File: src/rtl/sdram_arb_pkg.sv
// Shared types and constants for the SDRAM CPU-side port arbiter.
// Requester indices, bus widths, the registered command and the read-return tag.
package sdram_arb_pkg;

  localparam logic [1:0] REQ_VIDEO = 2'd0;
  localparam logic [1:0] REQ_CPU   = 2'd1;
  localparam logic [1:0] REQ_DMA   = 2'd2;

  localparam int SDRAM_AW = 25;
  localparam int SDRAM_DW = 16;

  typedef struct packed {
    logic [SDRAM_AW-1:0] addr;
    logic [SDRAM_DW-1:0] din;
    logic [1:0]          ds;
    logic                we;
  } sdram_cmd_t;

  typedef struct packed {
    logic       valid;
    logic [1:0] idx;
  } ret_slot_t;

  function automatic logic [1:0] onehot_idx(input logic [2:0] v);
    if (v[2])      return REQ_DMA;
    else if (v[1]) return REQ_CPU;
    else           return REQ_VIDEO;
  endfunction

endpackage

File: src/rtl/sdram_arb_pick.sv
// Combinational winner selection: video first unless its burst cap is reached
// with a CPU/DMA request waiting; CPU and DMA share by a round-robin pointer.
module sdram_arb_pick
  import sdram_arb_pkg::*;
#(
  parameter int VID_BURST_MAX = 8,
  parameter int CW            = 4
) (
  input  logic [2:0]    req,
  input  logic [1:0]    rr_ptr,
  input  logic [CW-1:0] vid_cnt,
  input  logic          idle,
  output logic [2:0]    gnt
);

  logic       low_any;
  logic       force_low;
  logic [1:0] low_idx;

  always_comb begin
    gnt       = '0;
    low_any   = req[REQ_CPU] | req[REQ_DMA];
    force_low = (vid_cnt == CW'(VID_BURST_MAX)) && low_any;
    if (req[REQ_CPU] && req[REQ_DMA]) low_idx = rr_ptr;
    else if (req[REQ_CPU])            low_idx = REQ_CPU;
    else                              low_idx = REQ_DMA;

    if (!idle) begin
      if (req[REQ_VIDEO] && !force_low) gnt[REQ_VIDEO] = 1'b1;
      else if (low_any)                 gnt[low_idx]   = 1'b1;
    end
  end

endmodule

File: src/rtl/sdram_port_arbiter.sv
// Three-way arbiter for the single SDRAM CPU-side port (video, 68k, DMA).
// Registers one command per grant and tags read returns two cycles later.
module sdram_port_arbiter
  import sdram_arb_pkg::*;
#(
  parameter int NUM_REQ        = 3,
  parameter int VID_BURST_MAX  = 8,
  parameter int REFRESH_PERIOD = 64
) (
  input  logic                              clk_sys,
  input  logic                              RESET,
  input  logic [NUM_REQ-1:0]                req,
  input  logic [NUM_REQ-1:0]                we,
  input  logic [NUM_REQ-1:0][SDRAM_AW-1:0]  addr,
  input  logic [NUM_REQ-1:0][SDRAM_DW-1:0]  din,
  input  logic [NUM_REQ-1:0][1:0]           ds,
  output logic [NUM_REQ-1:0]                gnt,
  output logic [NUM_REQ-1:0]                rvalid,
  output logic [SDRAM_DW-1:0]               rdata,
  output logic [SDRAM_AW-1:0]               sdram_addr,
  output logic [SDRAM_DW-1:0]               sdram_din,
  output logic [1:0]                        sdram_ds,
  output logic                              sdram_we,
  output logic                              sdram_oe,
  input  logic [SDRAM_DW-1:0]               sdram_out
);

  localparam int CW = $clog2(VID_BURST_MAX + 1);
  localparam int RW = $clog2(REFRESH_PERIOD);

  logic [CW-1:0] vid_cnt;
  logic [RW-1:0] ref_cnt;
  logic [1:0]    rr_ptr;
  logic          ref_slot;
  logic          gnt_any;
  logic [1:0]    gnt_idx;
  sdram_cmd_t    cmd_q;
  logic          cmd_vld;
  ret_slot_t     ret_pipe [2:1];

  // The refresh slot is the last count of the period; reset also blocks grants.
  assign ref_slot = (ref_cnt == RW'(REFRESH_PERIOD - 1));
  assign gnt_any  = |gnt;
  assign gnt_idx  = onehot_idx(gnt);

  sdram_arb_pick #(
    .VID_BURST_MAX (VID_BURST_MAX),
    .CW            (CW)
  ) u_pick (
    .req     (req),
    .rr_ptr  (rr_ptr),
    .vid_cnt (vid_cnt),
    .idle    (RESET | ref_slot),
    .gnt     (gnt)
  );

  always_ff @(posedge clk_sys) begin
    if (RESET) begin
      cmd_q       <= '0;
      cmd_vld     <= 1'b0;
      ret_pipe[1] <= '0;
      ret_pipe[2] <= '0;
      rr_ptr      <= REQ_CPU;
      vid_cnt     <= '0;
      ref_cnt     <= '0;
    end else begin
      ref_cnt <= ref_slot ? '0 : ref_cnt + 1'b1;

      cmd_vld <= gnt_any;
      if (gnt_any) begin
        cmd_q.addr <= addr[gnt_idx];
        cmd_q.din  <= din[gnt_idx];
        cmd_q.ds   <= ds[gnt_idx];
        cmd_q.we   <= we[gnt_idx];
      end

      ret_pipe[1].valid <= gnt_any & ~we[gnt_idx];
      ret_pipe[1].idx   <= gnt_idx;
      ret_pipe[2]       <= ret_pipe[1];

      // Burst count and fairness pointer are frozen across the refresh slot.
      if (!ref_slot) begin
        if (gnt[REQ_VIDEO]) begin
          if (vid_cnt != CW'(VID_BURST_MAX)) vid_cnt <= vid_cnt + 1'b1;
        end else if (gnt_any) begin
          vid_cnt <= '0;
          rr_ptr  <= (gnt_idx == REQ_CPU) ? REQ_DMA : REQ_CPU;
        end else if (!req[REQ_VIDEO]) begin
          vid_cnt <= '0;
        end
      end
    end
  end

  assign sdram_addr = cmd_q.addr;
  assign sdram_din  = cmd_q.din;
  assign sdram_ds   = cmd_q.ds;
  assign sdram_we   = cmd_vld & cmd_q.we;
  assign sdram_oe   = cmd_vld & ~cmd_q.we;
  assign rdata      = sdram_out;

  always_comb begin
    rvalid = '0;
    if (ret_pipe[2].valid) rvalid[ret_pipe[2].idx] = 1'b1;
  end

endmodule
File: config.mk
export PLATFORM = sky130hd
export DESIGN_NAME = sdram_port_arbiter
export DESIGN_NICKNAME = d
export VERILOG_FILES = /design/src/rtl/sdram_arb_pkg.sv /design/src/rtl/sdram_arb_pick.sv /design/src/rtl/sdram_port_arbiter.sv
export SDC_FILE = /design/constraint.sdc
export NUM_CORES = 1
export LEC_CHECK = 0
export CAP_MARGIN = 20
export CORE_UTILIZATION = 40
export CTS_CLUSTER_SIZE = 24
export DETAILED_ROUTE_END_ITERATION = 8
export HOLD_SLACK_MARGIN = 0.08
export PLACE_DENSITY = 0.86
export REMOVE_ABC_BUFFERS = 1
export SETUP_SLACK_MARGIN = 0.2
export SLEW_MARGIN = 20
export SYNTH_ARGS = -nofsm -noshare
export SYNTH_HDL_FRONTEND = slang
export SYNTH_HIERARCHICAL = 1
export SYNTH_SLANG_ARGS = --single-unit
File: constraint.sdc
create_clock -name clk_sys -period 7.27 [get_ports clk_sys]
set_clock_uncertainty 0.15 [all_clocks]
set_input_delay 1.454 -clock clk_sys [delete_from_list [all_inputs] [get_ports clk_sys]]
set_output_delay 1.454 -clock clk_sys [all_outputs]
set_load 0.1 [all_outputs]
==> results of run 1 <==
-- routing by layer --
metal / up-vias / share of wire [%] / global-route usage, %
li1: 1792 / - / -
met1: 1588 / 41 / 21.98
met2: 150 / 50 / 35.13
met3: 18 / 7.7 / 7.447
met4: 0 / 1.7 / 7.003
met5: - / 0 / 1.538
-- worst max-delay path by stage --
stage	endpoint	slack (ns)
final	gnt[0]	1.50
after global routing	gnt[0]	1.37
after CTS	gnt[0]	1.50
after detailed placement	gnt[0]	1.52
after global placement	gnt[0]	1.59
after floorplan	gnt[1]	1.59
-- worst reg2reg max path: cells and delay by family (launching register included) --
kind                       cells  cell delay (ns)
AOI/OAI and AO/OA              2             0.33
adders and majority gates      1             0.24
buffers and inverters          2             1.04
DFF                            1             0.33
and+or+nand+nor                6             1.53
-- synthesized netlist by cell type, drive strengths merged (3+ instances only) --
| cell type | count | area [sq um] |
|---|---|---|
| ha | 3 | 37.54 |
| nor2b | 5 | 31.28 |
| dfxtp | 63 | 1261 |
| buf | 78 | 599.3 |
| inv | 6 | 22.52 |
| a211oi | 3 | 27.52 |
| nand2 | 138 | 518.0 |
| nor3b | 3 | 22.52 |
| o21ai | 47 | 235.2 |
| mux2i | 45 | 450.4 |
| nand3 | 3 | 15.01 |
| nor2 | 9 | 33.78 |
| clkbuf | 14 | 52.55 |
| and3 | 3 | 18.77 |
| a21oi | 50 | 250.2 |
-- power by group --
part / leakage (uW) / switching, uW / internal, uW / total, uW
logic: 0.00130 / 225 / 130 / 354
clock network: 0.0000985 / 126 / 175 / 301
registers: 0.000516 / 11.7 / 368 / 380
total: 0.00191 / 362 / 672 / 1030
-- through the flow --
stage	power [uW]	setup slack, ns	std cells	cell area (sq um)
finish	1035	1.496	717	5356
global route	1084	1.374	717	5356
CTS	1047	1.498	717	5356
detailed placement	742.9	1.520	702	5159
global placement	735.9	1.595	702	5159
floorplan	604.2	1.592	399	3113
-- final cells by class --
| class | count | share of cell area [%] |
|---|---|---|
| tap | 111 | 2.593 |
| inverter | 6 | 0.4205 |
| multi-input combinational | 330 | 34.20 |
| sequential | 63 | 23.55 |
| clock buffer | 12 | 2.897 |
| timing repair buffer | 192 | 35.55 |
| clock inverter | 3 | 0.7942 |
-- state kept, by name, summed over array words and instances (netlist names) --
signal,count
cmd_q,1
cmd_vld,1
ref_cnt,6
ret_pipe,6
rr_ptr,2
sdram_addr,25
sdram_din,16
sdram_ds,2
vid_cnt,4
-- cell families after synthesis --
family / after synthesis
compound gates: 104
xor+xnor: 4
fa+ha+maj: 3
buf+inv: 98
flops: 63
mux: 45
simple gates: 174
==> results.txt, run 1 <==
* Result of the run: finished clean
- In the final layout, flip-flops and latches occupy 1261 sq um.
* Placeable core area: 9196 sq um
- Dividing the detail-routed wire length by the instance count gives 13.81 um.
* Async set-reset flop share out of synthesis: 0%
- At the pin with the least slew margin, the transition time is 1.025 ns.
- Data on the critical path arrives at its endpoint at 4.17 ns.
- In this run the deepest clock path goes through 2 buffers.
* Sequential element share of the synthesized area: 33.50%
- For this configuration, the core starts out at a cell density of 40.94%.
- Startpoint type of the worst setup path: input port
- Instance count on the critical path: 5
* Hold path endpoint: ret_pipe[2][1]$_SDFF_PP0_
- The slowest stage of the critical path belongs to the cell sky130_fd_sc_hd__clkdlybuf4s50_1.
- After clock tree synthesis, the setup repair step added 0 buffers.
* Filler cells: 799
* Count of buffer and inverter cells on the critical path: 2
* Complex-gate fraction of the synthesized area: 14.62%
* Global route overflow: 0
- In this run the static leakage power is 0.001914 uW.
- Counting instances, the worst hold path has a depth of 1.
* Number of cells on the worst reg-to-reg path: 11
- Data required time of the critical path: 5.67 ns
- Endpoint kind of the worst setup timing path: output port
- Final number of setup-violating endpoints: 0
- Max Slew Vio Count: 0
* Signed area change from the synthesized netlist to the final layout: 42.27%
- Cells fill 58.24% of the core in the end.
- Tracing the worst setup path back leads to its startpoint at req[0].
- Summing all multi-input logic gate instances after layout gives 1832 sq um.
- Synthesis handed over a netlist of 491 instances.
- Slew headroom: 31.46%
* Maximum frequency from static timing analysis: 173.2 MHz
- The worst path in the final design needs a cycle of 5.774 ns, including I/O delays and setup.
* Maximum number of pins on one net before global-route repair: 96
- Type of the worst setup path: input port to output port
* Clk_lat worst skew: 0.32 ns
* Final Wtd Congestion: 0.8202
- The number of different library cells used by synthesis comes to 35.
* Share of post-route cells with drive strength above 1: 4.125%
- By area, the combinational part of the netlist is dominated by simple AND/OR/NAND/NOR gates.
* Die Y: 99.02 um
* Number of CTS-inserted buffers: 9
- Number of design rule violations left after detail routing: 0
- Global-route wire length before repair: 15,470 um
- Most frequent cells in the layout: sky130_fd_sc_hd__clkdlybuf4s50_1 (186), sky130_fd_sc_hd__nand2_1 (138), sky130_fd_sc_hd__dfxtp_1 (63)
- Register bit total from synthesis: 63
- Number of hold violations in the final report: 0
- Sum of negative setup slack: 0 ns
- Total detailed-routing wirelength: 9902 um
* Family of cells with the greatest summed delay on the critical path: buffers and inverters
- The first detailed-routing pass took 4 iterations.
* Full die area: 9804 sq um
- Cell row count: 35
- The clock tree synthesis step divided the H-tree into 3 levels.
- Buffer cell driving the clock tree root: sky130_fd_sc_hd__clkbuf_8
* Leading register cell type out of synthesis: sky130_fd_sc_hd__dfxtp_1
- Number of enable flip-flop cells after synthesis: 0
* Post-Synth XOR/XNOR Area: 0.9305%
- The clock drives 63 sinks.
* Synthesized area: 3765 sq um
* Cts-stage hold buffer count: 0
* CP peak stage delay: 1.27 ns
- Clock tree from TritonCTS: done
* Vias in the first global route: 3,411
- Path type of the worst min-delay path: register to register
- After Yosys synthesis, and, or, nand and nor cells account for 20.07% of the synthesized area.
- Startpoint of the lowest-slack register-to-register path: ref_cnt[0]$_SDFF_PP0_
- Synthesized area divided by synthesized cell count: 7.668 sq um
- Leading cell type in the layout, fill and taps excluded: sky130_fd_sc_hd__clkdlybuf4s50_1
- Of the post-synthesis cell area, the part taken by muxes is 11.96%.
- Post-cts gate resize count: 0
* Global router's overall resource usage: 20.00%
* Clock slew seen by the registers of the worst setup and hold paths: 0.06 ns
- 0 antenna diodes ended up in the layout.
- In this run the register-to-register setup slack is 3.59 ns.
- I/O pin count: 220
- Hold slack: 0.2874 ns
- The synthesized netlist devotes 0.9970% of its cell area to adder and majority cells.
- Dividing total power by cell area gives a power density of 193.1 nW/um^2.
* HP Start: ret_pipe[1][1]$_SDFF_PP0_
- During placement, the flow inserted port buffers numbering 187.
* Max_cap viols: 0
- Placed wire-length estimate after detailed placement: 7386 um
- Number of nets with antenna violations after detailed routing: 0
- VDD IR-drop max: 0.08778 mV
- The detailed router placed 3,548 vias in this run.
- Number of synthesis warnings: 6
* Reg-to-reg endpoint: sdram_din[6]$_SDFFE_PP0P_
- Detailed-route vias per instance: 4.948
* Unrepaired setup endpoints after global routing: false
- Cell seen most often among critical-path stages: sky130_fd_sc_hd__clkdlybuf4s50_1
* Detailed Route Iter0 Violations: 57
* Tcrit/Tclk final: 79.43%
- Final Net Count: 758
- Number of antenna violations at the first check in global routing: 0
- Cells traversed along the worst timing path: clkdlybuf4s50_1, nor3b_1, a41oi_1, a21oi_1, clkdlybuf4s50_1
* Chip width: 99.02 um
- Highest net fanout along the worst path: 9
No activity file was read; power rests on OpenSTA's default activity.
==> run 2, diff against run 1 <==
--- a/config.mk
+++ b/config.mk
@@ -6,11 +6,11 @@
 export NUM_CORES = 1
 export LEC_CHECK = 0
 export CAP_MARGIN = 20
-export CORE_UTILIZATION = 40
+export CORE_UTILIZATION = 35
 export CTS_CLUSTER_SIZE = 24
 export DETAILED_ROUTE_END_ITERATION = 8
 export HOLD_SLACK_MARGIN = 0.08
-export PLACE_DENSITY = 0.86
+export PLACE_DENSITY = 0.8
 export REMOVE_ABC_BUFFERS = 1
 export SETUP_SLACK_MARGIN = 0.2
 export SLEW_MARGIN = 20
==> constraint.sdc (replaced) <==
create_clock -name clk_sys -period 5.06 [get_ports clk_sys]
set_clock_uncertainty 0.15 [all_clocks]
set_input_delay 1.012 -clock clk_sys [delete_from_list [all_inputs] [get_ports clk_sys]]
set_output_delay 1.012 -clock clk_sys [all_outputs]
set_load 0.1 [all_outputs]
==> results.txt, run 2 (synthesis gave the netlist of run 1 again) <==
- Result of the run: finished clean
- In this run the power density over the cells is 267.3 nW/um^2.
- Total power for the finished layout comes to 1441 uW.
- The net count of the finished layout is 761.
- The number of antenna violations at the first check in global routing was 0.
- Reg-to-reg endpoint: sdram_addr[9]$_SDFFE_PP0P_
- Summing all flip-flop and latch instances after layout gives 1261 sq um.
- For this run, design rule violations remaining after detail routing come to 0.
- The worst register-to-register path begins at ref_cnt[0]$_SDFF_PP0_.
* Clk_lat worst skew: 0.33 ns
* Detailed-route wire length per cell: 13.88 um
- STA classifies the critical path startpoint as an input port.
* Buffer count from post-CTS setup fixing: 0
- I/O pin count: 220
- Diodes inserted: 0
* Chip width: 105.7 um
* Share of post-route cells with drive strength above 1: 5.099%
- Cell count after placement: 730
- Tracing the worst setup path back leads to its startpoint at req[0].
- After detailed routing, the total wire length is 10,330 um.
- Leaving out fill and tap cells, the most frequent cell in the layout is sky130_fd_sc_hd__clkdlybuf4s50_1.
- Highest net fanout along the worst path: 9
- After legalization and detailed placement, the total HPWL measured 7967 um.
- Maximum number of buffers from clock root to sink: 2
* Global-route wire length before repair: 15,970 um
- The number of global-route vias before repair is 3,490.
- Setup repair after global routing left no endpoint under its margin.
- At the end of routability-driven placement, the weighted congestion stood at 0.7673.
* Number of cells on the worst reg-to-reg path: 11
- The analysis attributes to cell leakage a power of 0.001924 uW.
* Placeable core area: 10,370 sq um
- At the placement stage, the worst setup path has a slack of 1.326 ns.
- Slew headroom: 32.48%
* Max_cap viols: 0
- Detailed Route Iter0 Violations: 108
* H-tree depth: 3
* Clock period minus final worst setup slack: 3.631 ns
- In the layout the commonest cells are sky130_fd_sc_hd__clkdlybuf4s50_1 (183), sky130_fd_sc_hd__nand2_1 (138), sky130_fd_sc_hd__dfxtp_1 (63).
- The worst path uses 71.77% of the clock period.
- The first TritonRoute pass finished after 4 iterations.
- The floorplan step set the die height to 105.7 um.
- Buffer cell driving the clock tree root: sky130_fd_sc_hd__clkbuf_8
- Multi-input combinational cell area: 1832 sq um
- VDD IR-drop max: 0.1149 mV
- Overall via count from detail_route: 3,567
* Path type of the worst min-delay path: register to register
- Worst EP arrival: 2.47 ns
- Detailed-route vias per instance: 4.794
- After clock tree synthesis, the repair step resized 0 gates.
* Post-layout worst setup margin: 1.429 ns
- Clock tree synthesis found a total of 63 sinks.
- Entering global routing, the biggest net connects 60 pins.
- From synthesis to final layout, the design area changed by 43.14%.
- Post-layout instance count excluding filler cells: 744
* Type of the worst setup path: input port to output port
- Number of flip-flops under the largest register name: 25
* Final number of setup-violating endpoints: 0
- Once the floorplan was initialized, standard cells occupied 36.31% of the core.
* End point of the critical path: gnt[0]
* Full die area: 11,180 sq um
* Data required time of the critical path: 3.90 ns
- For this run the aggregate overflow at the end of global routing stands at 0.
- The worst setup path is captured at an output port.
- Number of CTS-inserted buffers: 9
* Clock slew seen by the registers of the worst setup and hold paths: 0.07 ns
* Port Buf Inserts: 187
- The floorplan has 37 rows.
- R2R setup slack: 1.84 ns
- The number of endpoints with negative hold slack in the final report came to 0.
* Global router's overall resource usage: 18.14%
- Clock tree from TritonCTS: done
* Filler cells: 1,003
- Max Slew Vio Count: 0
- Cts-stage hold buffer count: 0
- Worst Tran Pin Value: 1.010 ns
* Maximum frequency from static timing analysis: 275.4 MHz
- Number of nets with antenna violations after detailed routing: 0
run 2: worst max-delay path, stage by stage:
cell	delay, ns
sky130_fd_sc_hd__clkdlybuf4s50_1	0.52
sky130_fd_sc_hd__nor3b_1	0.20
sky130_fd_sc_hd__a41oi_1	0.07
sky130_fd_sc_hd__a21oi_1	0.16
sky130_fd_sc_hd__buf_4	0.19
sky130_fd_sc_hd__buf_4	0.31
run 2: final cells by class:
cell class / instances / area share, %
Timing Repair Buffer: 195 / 35.85
Sequential cell: 63 / 23.40
Clock inverter: 3 / 0.3715
Inverter: 6 / 0.4179
Tap cell: 136 / 3.158
Multi-Input combinational cell: 330 / 33.99
Clock buffer: 11 / 2.809
run 2: stage by stage:
stage	utilization, %	cell area (sq um)	setup TNS (ns)	hold slack, ns
after floorplan	-	3113	-0.2590	0.2638
after detailed placement	50.31	5218	0	0.2764
after global routing	51.97	5389	0	0.3040
final	51.97	5389	0	0.2870
after CTS	51.97	5389	0	0.2901
after global placement	50.31	5218	0	0.2742
run 2: worst min-delay path by stage:
stage,start,endpoint,slack [ns],cells after the start
2_1_floorplan,ret_pipe[1][0]$_SDFF_PP0_,ret_pipe[2][0]$_SDFF_PP0_,0.26,1
3_3_place_gp,ret_pipe[1][1]$_SDFF_PP0_,ret_pipe[2][1]$_SDFF_PP0_,0.27,1
3_5_place_dp,ret_pipe[1][2]$_SDFF_PP0_,ret_pipe[2][2]$_SDFF_PP0_,0.28,1
4_1_cts,ret_pipe[1][0]$_SDFF_PP0_,ret_pipe[2][0]$_SDFF_PP0_,0.29,1
5_1_grt,ret_pipe[1][0]$_SDFF_PP0_,ret_pipe[2][0]$_SDFF_PP0_,0.30,1
6_report,ret_pipe[1][0]$_SDFF_PP0_,ret_pipe[2][0]$_SDFF_PP0_,0.29,1
run 2: routing by layer:
metal  vias up  wire length [um]  global-route usage, %
met5         -                 0                      0
met4         0               286                  8.730
met3        19               940                  6.865
met2       153              5073                  32.31
met1      1589              4027                  18.59
li1       1806                 -                      -
run 2: where the power goes:
group / switching, uW / leakage [uW] / internal (uW)
Clock: 184 / 0.0000833 / 198
Sequential: 17.6 / 0.000516 / 529
Combinational: 324 / 0.00132 / 189
